`src/rtl/serial_adder.sv`:
```
// Bit-serial adder: one full-adder slice plus a carry flop, one result bit per clock.
// Optional subtract mode (a - b) is enabled by defining SERIAL_ADDER_SUB_EN.
module serial_adder #(
    parameter int WIDTH = 8
) (
    input  logic             clk,
    input  logic             rst_n,
    input  logic             start,
    input  logic [WIDTH-1:0] a,
    input  logic [WIDTH-1:0] b,
    input  logic             cin,
`ifdef SERIAL_ADDER_SUB_EN
    input  logic             sub,
`endif
    output logic             busy,
    output logic             done,
    output logic [WIDTH-1:0] sum,
    output logic             cout,
    output logic             ovf
);
    localparam int CW = $clog2(WIDTH);
    localparam logic [CW-1:0] LAST = CW'(WIDTH - 1);

    typedef enum logic [1:0] {IDLE, RUN, DONE} state_t;

    state_t           state, state_nxt;
    logic [WIDTH-1:0] a_sh, b_sh;
    logic [WIDTH-2:0] acc;
    logic [WIDTH-1:0] acc_full;
    logic [CW-1:0]    cnt;
    logic             c;
    logic             accept, last;
    logic             b0, bit_s, c_nxt, c_init;

`ifdef SERIAL_ADDER_SUB_EN
    logic inv_b;
    // Subtraction is a + ~b + 1: invert B on the fly and force the initial carry.
    assign b0     = b_sh[0] ^ inv_b;
    assign c_init = sub ? 1'b1 : cin;
`else
    assign b0     = b_sh[0];
    assign c_init = cin;
`endif

    assign last     = (cnt == LAST);
    assign bit_s    = a_sh[0] ^ b0 ^ c;
    assign c_nxt    = (a_sh[0] & b0) | (a_sh[0] & c) | (b0 & c);
    assign acc_full = {bit_s, acc};
    assign busy     = (state == RUN);
    assign done     = (state == DONE);

    always_comb begin
        state_nxt = state;
        accept    = 1'b0;
        case (state)
            IDLE, DONE: begin
                state_nxt = IDLE;
                if (start) begin
                    accept    = 1'b1;
                    state_nxt = RUN;
                end
            end
            RUN:     if (last) state_nxt = DONE;
            default: state_nxt = IDLE;
        endcase
    end

    always_ff @(posedge clk or negedge rst_n) begin
        if (!rst_n) state <= IDLE;
        else        state <= state_nxt;
    end

    always_ff @(posedge clk or negedge rst_n) begin
        if (!rst_n) begin
            a_sh <= '0;
            b_sh <= '0;
            acc  <= '0;
            cnt  <= '0;
            c    <= 1'b0;
            sum  <= '0;
            cout <= 1'b0;
            ovf  <= 1'b0;
`ifdef SERIAL_ADDER_SUB_EN
            inv_b <= 1'b0;
`endif
        end else if (accept) begin
            a_sh <= a;
            b_sh <= b;
            cnt  <= '0;
            c    <= c_init;
`ifdef SERIAL_ADDER_SUB_EN
            inv_b <= sub;
`endif
        end else if (state == RUN) begin
            a_sh <= a_sh >> 1;
            b_sh <= b_sh >> 1;
            acc  <= acc_full[WIDTH-1:1];
            cnt  <= cnt + CW'(1);
            c    <= c_nxt;
            // Visible result only moves on the edge entering DONE; c here is the carry into the MSB.
            if (last) begin
                sum  <= acc_full;
                cout <= c_nxt;
                ovf  <= c ^ c_nxt;
            end
        end
    end

endmodule

```
`config.mk`:
```
export PLATFORM = sky130hd
export DESIGN_NAME = serial_adder
export DESIGN_NICKNAME = d
export VERILOG_FILES = /design/src/rtl/serial_adder.sv
export SDC_FILE = /design/constraint.sdc
export NUM_CORES = 1
export LEC_CHECK = 0
export BUFFER_PORTS_ARGS = -buffer_cell sky130_fd_sc_hd__buf_2
export CORE_MARGIN = 2
export CORE_UTILIZATION = 55
export DETAILED_ROUTE_END_ITERATION = 6
export PLACE_DENSITY = 0.87
export SYNTH_ARGS = -nofsm -noshare
export SYNTH_HDL_FRONTEND = slang
export SYNTH_SLANG_ARGS = --single-unit
```
`constraint.sdc`:
```
create_clock -name clk -period 4.2 [get_ports clk]
set_input_delay 0.21 -clock clk [delete_from_list [all_inputs] [get_ports clk]]
set_output_delay 0.21 -clock clk [all_outputs]
set_load 0.01 [all_outputs]
```
==> impl_metrics.csv, run 1 <==
group,metric,value,unit
critical_path,timing.rr.end,"b_sh[7]",
sta,rsz0062_at_grt,"false",
drt,drc,0,
critical_path,crit_arrival,2.25,ns
synth,synth_area,1780,sq um
worst_hold_path,min_from,"b[7]",
final_layout,finalNonFillerCells,231,
sta,final.min_clock_period,2.46,ns
synth,synthCells,157,
synth,synth_common_cells,"dfrtp_1 (39), nand2_1 (23), nor2_1 (9), nor2b_1 (9), mux2i_1 (8)",
clock_network,path_clk_slew,0.11,ns
clock_network,tritoncts,"built",
critical_path,worstSetupPathType,"flip-flop to output port",
synth,synth.top_cell.area_share,54.7,%
drt,drt_wl_total,3260,microns
place,numPlacedInstances,222,
floorplanning,die_y,60.9,microns
run_status,status,"finished, final reports clean",
synth,async_reset_ff_share,100,%
final_layout,num_antenna_cells,0,
synth,ys_seq_elements,39,
clock_network,post_cts.repair.setup_buffers,0,
global_routing,grt_pass1_wl,5220,microns
global_routing,grt_pass1_vias,1197,
drt,ant_nets,0,
synth,syn_nets,180,
pwr,power.density,763,nW/um^2
clock_network,clockBufferDepth,2,
floorplanning,dieWidth,60.9,microns
final_layout,seqCellArea,976,sq um
place,port_buffers,31,
global_routing,grt_usage,20.0,%
synth,synth.avg_cell_area,11.4,sq um
pwr,fin_total_pwr,1.54,mW
clock_network,cts_buffers,5,
drt,post_drt_via_cell_ratio,5.44,
final_layout,nets,209,
critical_path,worstPathRequired,3.99,ns
sta,finalCritPeriodShare,58.5,%
sta,worst_pin_slew,0.822,ns
synth,synth_cell_types,27,
synth,synth-seq-area-share,54.7,%
sta,tns,0,ns
synth,synth_most_common_cell,"dfrtp_1",
place,place_ws,2.16,ns
floorplanning,ios,32,
sta,finalMaxSlewViolations,0,
sta,fin_worst_skew,0.0120,ns
floorplanning,initial_utilization,57.9,%
pwr,vdd_drop_max,0.367,mV
final_layout,drive_gt1_share,28.3,%
sta,setup_slack,1.74,ns
synth,yosys.area.top_type,"dfrtp_1",
run,max_cap_violations,0,
place,place_congestion,0.721,
final_layout,nFillCells,246,
worst_hold_path,hold_class,"input port to flip-flop",
place,hpwl,2300,microns
synth,ys_warn_count,0,
floorplanning,core_area,3080,sq um
final_layout,syn2layout_area_growth,13.2,%
clock_network,insertion_delay,0.36,ns
synth,synth_edf_count,0,
clock_network,cts_max_level,2,
sta,maxSlewHeadroom,45.2,%
drt,dr.first_iter.drc_count,54,
final_layout,multi_input_area,726,sq um
global_routing,antenna_found_initial,0,
sta,setup_violations,0,
clock_network,cts_root_buf,"clkbuf_4",
critical_path,rrSetupSlack,2.11,ns
floorplanning,rows,20,
global_routing,grt_start_max_net_pins,40,
synth,synth_flop_cell,"dfrtp_1",
critical_path,start_kind,"flip-flop",
sta,fmax,407,MHz
pwr,p_leak,0.967,nW
worst_hold_path,hold_end,"b_sh[7]",
sta,hold_ws,0.0778,ns
synth,yosys-top-cells-area,"dfrtp_1 (55%), mux2_4 (5.9%), nand2_1 (4.8%), mux2i_1 (4.5%), nor2b_1 (3.2%)",
sta,hold_viol_final,0,
clock_network,clock_sinks,39,
worst_hold_path,hold_depth,2,
floorplanning,die_area,3710,sq um
global_routing,grt.overflow.total,0,
drt,wl_per_cell,14.1,microns
critical_path,critical_path.max_fanout,24,
critical_path,ff2ff_path_depth,4,
critical_path,r2r_start,"state[0]",
critical_path,endpoint_kind,"output port",
drt,firstDrtPassIters,4,
drt,vias,1256,
cells in the final DEF, fill, tap and decap left out, drive strengths merged:
cell type	Yosys	layout
a22o	3	3
o21ai	4	4
mux2	11	11
nor2	9	9
dfrtp	39	39
nor2b	9	9
nand3	3	3
nand2b	2	2
fa	1	1
ha	2	2
bufinv	0	1
a211oi	7	7
o22ai	7	7
nand3b	1	1
a21oi	7	7
buf	9	31
inv	2	2
a22oi	1	1
dlygate4sd3	0	1
clkbuf	1	6
clkinv	0	1
nor3	7	7
xnor2	1	1
mux2i	8	8
nand2	23	23
final cells by class:
class	instances	area share (%)
clock buffer	6	2.54
clock inverter	2	1.74
inverter	2	0.496
multi-input combinational	106	36.0
sequential	39	48.4
tap	44	2.73
timing repair buffer	32	8.18
what timing repair did:
item	CTS	global route
resized for setup	0	0
hold endpoints to repair	39	0
hold buffers	1	0
worst max path at each step:
stage | to | start | cells past startpoint
4_1_cts | busy | state[0] | 3
3_5_place_dp | b_sh[7] | state[0] | 4
3_3_place_gp | busy | state[0] | 3
2_1_floorplan | sum[0] | cnt[0] | 5
6_report | busy | state[0] | 3
5_1_grt | busy | state[0] | 3
critical path, cell delays in order (launching register included):
cell and delay (ns):
dfrtp_1 0.82, nand2b_1 0.56, inv_4 0.34, buf_2 0.18
registers in the layout, indices dropped and copies added, names as in the netlist:
name / cells
ovf: 1
c: 1
cnt: 3
a_sh: 8
acc: 7
cout: 1
b_sh: 8
state: 2
sum: 8
kinds of logic (layout without fill, tap and decap cells):
kind of cell / Yosys count / after routing / synth area share (%)
buffers and inverters: 12 / 42 / 4.56
adder cells (fa/ha/maj): 3 / 3 / 2.53
flip-flops: 39 / 39 / 54.7
AO/OA/AOI/OAI: 29 / 29 / 10.4
XOR/XNOR: 1 / 1 / 0.491
multiplexers: 19 / 19 / 12.9
AND/OR/NAND/NOR: 54 / 54 / 14.4
power breakdown:
group          switching [mW]  internal (mW)
combinational           0.281          0.292
clock                   0.121          0.141
sequential              0.154          0.553
routing by layer:
layer  track usage (%)  vias up  wire length [microns]
met2              33.9       30                   1660
met1              23.0      619                   1400
met3              4.48        6                    131
met5                 0        -                      0
met4              11.8        0                     75
li1                  -      601                      -
through the flow:
stage / cell area [sq um] / util [%]
after floorplan: 1780 / -
after global placement: 1920 / 62.4
after detailed placement: 1920 / 62.4
after CTS: 2020 / 65.6
after global routing: 2020 / 65.6
final: 2020 / 65.6
Power figures use the tool's default switching activity.
==> run 2: changes to the inputs <==
--- a/config.mk
+++ b/config.mk
@@ -7,9 +7,9 @@
 export LEC_CHECK = 0
 export BUFFER_PORTS_ARGS = -buffer_cell sky130_fd_sc_hd__buf_2
 export CORE_MARGIN = 2
-export CORE_UTILIZATION = 55
+export CORE_UTILIZATION = 54
 export DETAILED_ROUTE_END_ITERATION = 6
-export PLACE_DENSITY = 0.87
+export PLACE_DENSITY = 0.86
 export SYNTH_ARGS = -nofsm -noshare
 export SYNTH_HDL_FRONTEND = slang
 export SYNTH_SLANG_ARGS = --single-unit
==> constraint.sdc (replaced) <==
create_clock -name clk -period 2.3 [get_ports clk]
set_input_delay 0.115 -clock clk [delete_from_list [all_inputs] [get_ports clk]]
set_output_delay 0.115 -clock clk [all_outputs]
set_load 0.01 [all_outputs]
==> run 2 against run 1 <==
Against the previous run:
- flip-flop and latch count stayed put
- sequential share of layout area hardly changed
- non-clock buffer count is 4 higher
- count of clock-buffer cells in the layout is 1 higher
- cell count is 1.7% higher
- critical path depth stayed put
- combinational power is 88% higher
==> impl_metrics.csv, run 2 (synthesis results as in run 1) <==
group,metric,value,unit
run_status,status,"finished, final reports clean",
sta,worst_pin_slew,0.828,ns
critical_path,start_kind,"flip-flop",
critical_path,cp-startpoint,"state[0]",
place,port_buffers,31,
final_layout,final_area,2020,sq um
clock_network,path_clk_slew,0.11,ns
place,hpwl,2170,microns
drt,post_drt_via_cell_ratio,5.28,
sta,hold_ws,0.0362,ns
floorplanning,dieWidth,61.5,microns
sta,final.min_clock_period,1.84,ns
final_layout,nets,213,
sta,setup_violations,0,
global_routing,grt_start_max_net_pins,40,
sta,tns,0,ns
sta,fmax,544,MHz
place,place_congestion,0.755,
floorplanning,die_y,61.5,microns
drt,dr.first_iter.drc_count,40,
floorplanning,rows,20,
clock_network,post_cts.repair.setup_buffers,0,
critical_path,critical_path.max_fanout,24,
sta,finalMaxSlewViolations,0,
critical_path,timing.rr.end,"b_sh[7]",
final_layout,syn2layout_area_growth,13.1,%
drt,wl_per_cell,13.1,microns
global_routing,grt_pass1_wl,5260,microns
clock_network,clock_sinks,39,
critical_path,r2r_start,"state[0]",
pwr,netSwitchingPower,0.987,mW
critical_path,endpoint,"busy",
final_layout,layout_common_cells,"dfrtp_1 (39), buf_2 (31), nand2_1 (23), nor2b_1 (9), nor2_1 (9)",
final_layout,num_antenna_cells,0,
pwr,vdd_drop_max,0.606,mV
global_routing,grt.overflow.total,0,
clock_network,clockBufferDepth,2,
pwr,swShare,37.0,%
clock_network,cts_buffers,5,
final_layout,drive_gt1_share,27.7,%
drt,ant_nets,0,
worst_hold_path,hold_class,"input port to flip-flop",
pwr,p_leak,0.966,nW
final_layout,reg_top3,"a_sh: 8 flops, b_sh: 8 flops, sum: 8 flops",
clock_network,insertion_delay,0.33,ns
run,max_cap_violations,0,
critical_path,worstPathRequired,2.18,ns
floorplanning,initial_utilization,57.5,%
floorplanning,ios,32,
pwr,pwr-share-seq,47.5,%
sta,maxSlewHeadroom,44.8,%
pwr,combinationalPowerShare,40.4,%
pwr,pwr-share-clk,12.1,%
critical_path,crit_arrival,1.72,ns
drt,drc,0,
pwr,power.density,1320,nW/um^2
floorplanning,die_area,3780,sq um
pwr,internal_power,1.68,mW
sta,fin_worst_skew,0.00358,ns
clock_network,cts_max_level,2,
drt,drt_wl_total,3070,microns
sta,hold_viol_final,0,
clock_network,tritoncts,"built",
sta,setup_slack,0.463,ns
worst_hold_path,min_from,"b[2]",
critical_path,endpoint_kind,"output port",
sta,finalCritPeriodShare,79.9,%
final_layout,final_common_cell,"dfrtp_1",
drt,vias,1240,
global_routing,antenna_found_initial,0,
place,place_ws,0.646,ns
global_routing,grt_pass1_vias,1206,
final_layout,nFillCells,269,
sta,rsz0062_at_grt,"false",
drt,firstDrtPassIters,4,
global_routing,grt_usage,18.9,%
critical_path,worstSetupPathType,"flip-flop to output port",
critical_path,ff2ff_path_depth,3,
place,placed_cell_area,1940,sq um
clock_network,cts_root_buf,"clkbuf_4",
critical_path,rrSetupSlack,0.63,ns
floorplanning,core_area,3100,sq um
## run 2: worst min-delay path by stage
| stage | end | slack (ns) | cells past startpoint |
|---|---|---|---|
| 5_1_grt | b_sh[3] | 0.03 | 3 |
| 4_1_cts | b_sh[2] | 0.02 | 3 |
| 2_1_floorplan | a_sh[0] | -0.18 | 0 |
| 3_5_place_dp | ovf | 0.26 | 1 |
| 3_3_place_gp | ovf | 0.25 | 1 |
| 6_report | b_sh[2] | 0.04 | 3 |
## run 2: final cells by class
| cell class | count | area (sq um) | area share (%) |
|---|---|---|---|
| well taps | 44 | 55.1 | 2.73 |
| clock inverters | 1 | 5.00 | 0.248 |
| repair buffers | 36 | 200 | 9.93 |
| clock buffers | 7 | 45.0 | 2.23 |
| inverters | 2 | 10.0 | 0.496 |
| flip-flops and latches | 39 | 976 | 48.4 |
| multi-input cells | 106 | 726 | 36.0 |
## run 2: through the flow
stage                     util [%]  power [mW]  instances
after global placement        62.4        2.28        224
after CTS                     65.0        2.70        235
final                         65.0        2.67        235
after global routing          65.0        2.92        235
after detailed placement      62.4        2.37        224
after floorplan                  -        2.09        157
## run 2: power by group through the flow
stage | combinational (mW) | sequential [mW] | clock (mW)
detailed placement | 1.09 | 1.28 | 0
CTS | 1.09 | 1.27 | 0.340
global placement | 1.02 | 1.27 | 0
finish | 1.08 | 1.27 | 0.322
floorplan | 0.856 | 1.23 | 0
global route | 1.22 | 1.32 | 0.377
## run 2: timing repair
action,CTS,global route
gates resized for setup,0,0
hold buffers,3,0
endpoints found under the hold margin,41,0
## run 2: layer usage
| metal | part of all wire, % | track usage, % |
|---|---|---|
| met3 | 4.7 | 6.09 |
| met4 | 0 | 5.17 |
| met5 | 0 | 0 |
| met1 | 46 | 24.4 |
| met2 | 49 | 30.9 |
## run 2: critical path, cell delays in order (launching register included)
cell and delay [ns]:
dfrtp_1 0.79, nand2b_1 0.22, inv_4 0.21, buf_2 0.17
==> run 3: changes to the inputs <==
--- a/config.mk
+++ b/config.mk
@@ -7,9 +7,9 @@
 export LEC_CHECK = 0
 export BUFFER_PORTS_ARGS = -buffer_cell sky130_fd_sc_hd__buf_2
 export CORE_MARGIN = 2
-export CORE_UTILIZATION = 54
+export CORE_UTILIZATION = 49
 export DETAILED_ROUTE_END_ITERATION = 6
-export PLACE_DENSITY = 0.86
+export PLACE_DENSITY = 0.82
 export SYNTH_ARGS = -nofsm -noshare
 export SYNTH_HDL_FRONTEND = slang
 export SYNTH_SLANG_ARGS = --single-unit
==> constraint.sdc (replaced) <==
create_clock -name clk -period 1.56 [get_ports clk]
set_input_delay 0.078 -clock clk [delete_from_list [all_inputs] [get_ports clk]]
set_output_delay 0.078 -clock clk [all_outputs]
set_load 0.01 [all_outputs]
==> run 3 against run 2 <==
Against the previous run:
- final area rose by 4.2%
- highest routed layer is now met4
- count of clock-buffer cells in the layout did not move
- power rose by 52%
==> impl_metrics.csv, run 3 (synthesis results as in run 1) <==
group,metric,value,unit
critical_path,critical_path.most_common_cell,"ha_1",
global_routing,grt_usage,19.3,%
pwr,vdd_drop_max,0.945,mV
sta,fin_worst_skew,0.00723,ns
critical_path,crit_arrival,1.72,ns
final_layout,nets,222,
clock_network,clockBufferDepth,2,
clock_network,post_cts.repair.setup_buffers,0,
critical_path,endpoint_kind,"flip-flop",
critical_path,critical_path.max_fanout,6,
final_layout,reg_top3,"a_sh: 8 flops, b_sh: 8 flops, sum: 8 flops",
critical_path,critical_path.max_stage_delay,0.41,ns
sta,finalCritPeriodShare,95.4,%
drt,drt_wl_total,3590,microns
pwr,combinationalPowerShare,42.1,%
clock_network,tritoncts,"built",
critical_path,start_kind,"flip-flop",
critical_path,timing.rr.end,"sum[4]",
drt,ant_nets,0,
floorplanning,dieWidth,64.3,microns
global_routing,grt_pass1_wl,6070,microns
run,max_cap_violations,0,
final_layout,drive_gt1_share,30.0,%
sta,worst_pin_slew,0.859,ns
critical_path,rrSetupSlack,0.07,ns
drt,post_drt_via_cell_ratio,5.32,
worst_hold_path,hold_class,"input port to flip-flop",
clock_network,cts_max_level,2,
final_layout,layout_common_cells,"dfrtp_1 (37), buf_2 (31), nand2_1 (23), nor2b_1 (9), nor2_1 (9)",
sta,hold_viol_final,0,
pwr,swShare,37.5,%
place,placed_cell_area,1980,sq um
pwr,pwr-share-seq,45.8,%
sta,finalMaxSlewViolations,0,
sta,tns,0,ns
pwr,netSwitchingPower,1.52,mW
global_routing,grt_start_max_net_pins,40,
global_routing,antenna_found_initial,0,
final_layout,final_common_cell,"dfrtp_1",
place,hpwl,2450,microns
clock_network,insertion_delay,0.34,ns
floorplanning,core_area,3420,sq um
floorplanning,ios,32,
critical_path,cp-startpoint,"cnt[0]",
final_layout,nFillCells,293,
final_layout,num_antenna_cells,0,
place,place_ws,0.0729,ns
critical_path,worstSetupPathType,"flip-flop to flip-flop",
run_status,status,"finished, final reports clean",
clock_network,cts_buffers,5,
critical_path,r2r_start,"cnt[0]",
pwr,pwr-share-clk,12.1,%
critical_path,endpoint,"sum[4]",
sta,maxSlewHeadroom,42.7,%
final_layout,syn2layout_area_growth,17.9,%
pwr,internal_power,2.53,mW
floorplanning,rows,21,
clock_network,cts_root_buf,"clkbuf_4",
final_layout,multi_input_area,726,sq um
drt,dr.first_iter.drc_count,117,
sta,rsz0062_at_grt,"false",
global_routing,grt.overflow.total,0,
critical_path,ff2ff_path_depth,5,
sta,fmax,672,MHz
critical_path,worstPathRequired,1.80,ns
sta,setup_slack,0.0725,ns
pwr,power.density,1930,nW/um^2
critical_path,slowest_stage,"dfrtp_1",
drt,wl_per_cell,14.6,microns
floorplanning,die_y,64.3,microns
pwr,p_leak,1.00,nW
place,port_buffers,31,
drt,firstDrtPassIters,4,
drt,vias,1309,
final_layout,seqCellArea,978,sq um
clock_network,clock_sinks,39,
clock_network,path_clk_slew,0.11,ns
sta,final.min_clock_period,1.49,ns
drt,drc,0,
final_layout,final_area,2100,sq um
sta,setup_violations,0,
critical_path,path_cells,"ha_1 > ha_1 > nand3b_1 > buf_4 > mux2_4",
global_routing,grt_pass1_vias,1340,
floorplanning,die_area,4140,sq um
place,place_congestion,0.794,
floorplanning,initial_utilization,52.2,%
run 3: repair_timing:
item	in CTS	in global routing
hold buffers	7	0
endpoints found under the hold margin	45	0
gates resized for setup	0	3
setup endpoints to repair	0	1
run 3: cell type report:
cell class,instances,share of cell area (%)
Clock buffer,7,2.14
Clock inverter,1,0.238
Inverter,2,0.595
Multi-Input combinational cell,106,34.5
Sequential cell,39,46.5
Tap cell,46,2.74
Timing Repair Buffer,45,13.2
run 3: per-stage QoR:
stage / utilization (%) / std cells / power, mW / hold slack (ns)
after floorplan: - / 157 / 3.08 / -0.218
after global placement: 57.9 / 231 / 3.43 / 0.216
after detailed placement: 57.9 / 231 / 3.57 / 0.231
after CTS: 61.4 / 246 / 4.08 / 0.00295
after global routing: 61.5 / 246 / 4.37 / 0.0213
final: 61.5 / 246 / 4.05 / 0.00422
run 3: worst max-delay path: cells and delay by family, from the launching register on:
family                     cells  cell delay [ns]
adders and majority gates      2             0.38
buffers and inverters          1             0.18
DFF                            1             0.41
muxes                          1             0.31
and+or+nand+nor                1             0.10
run 3: how the worst min path moves through the flow:
stage / from / to / slack, ns / depth (start not counted)
after floorplan: rst_n / a_sh[0] / -0.22 / 0
after global placement: rst_n / sum[5] / 0.22 / 1
after detailed placement: rst_n / sum[5] / 0.23 / 1
after CTS: a[1] / a_sh[1] / 0.003 / 3
after global routing: b[3] / b_sh[3] / 0.02 / 3
final: a[1] / a_sh[1] / 0.004 / 3
run 3: power by group through the flow:
stage | Combinational (mW) | Sequential, mW | Clock (mW)
2_1_floorplan | 1.26 | 1.82 | 0
3_3_place_gp | 1.60 | 1.83 | 0
3_5_place_dp | 1.70 | 1.87 | 0
4_1_cts | 1.72 | 1.85 | 0.506
5_1_grt | 1.91 | 1.92 | 0.549
6_report | 1.70 | 1.85 | 0.491
run 3: per-layer routing:
metal / track usage (%) / vias up / routed length [microns]
met5: 0 / - / 0
met4: 6.65 / 0 / 38
met3: 5.81 / 5 / 175
met2: 32.8 / 38 / 1910
met1: 23.2 / 632 / 1460
li1: - / 634 / -
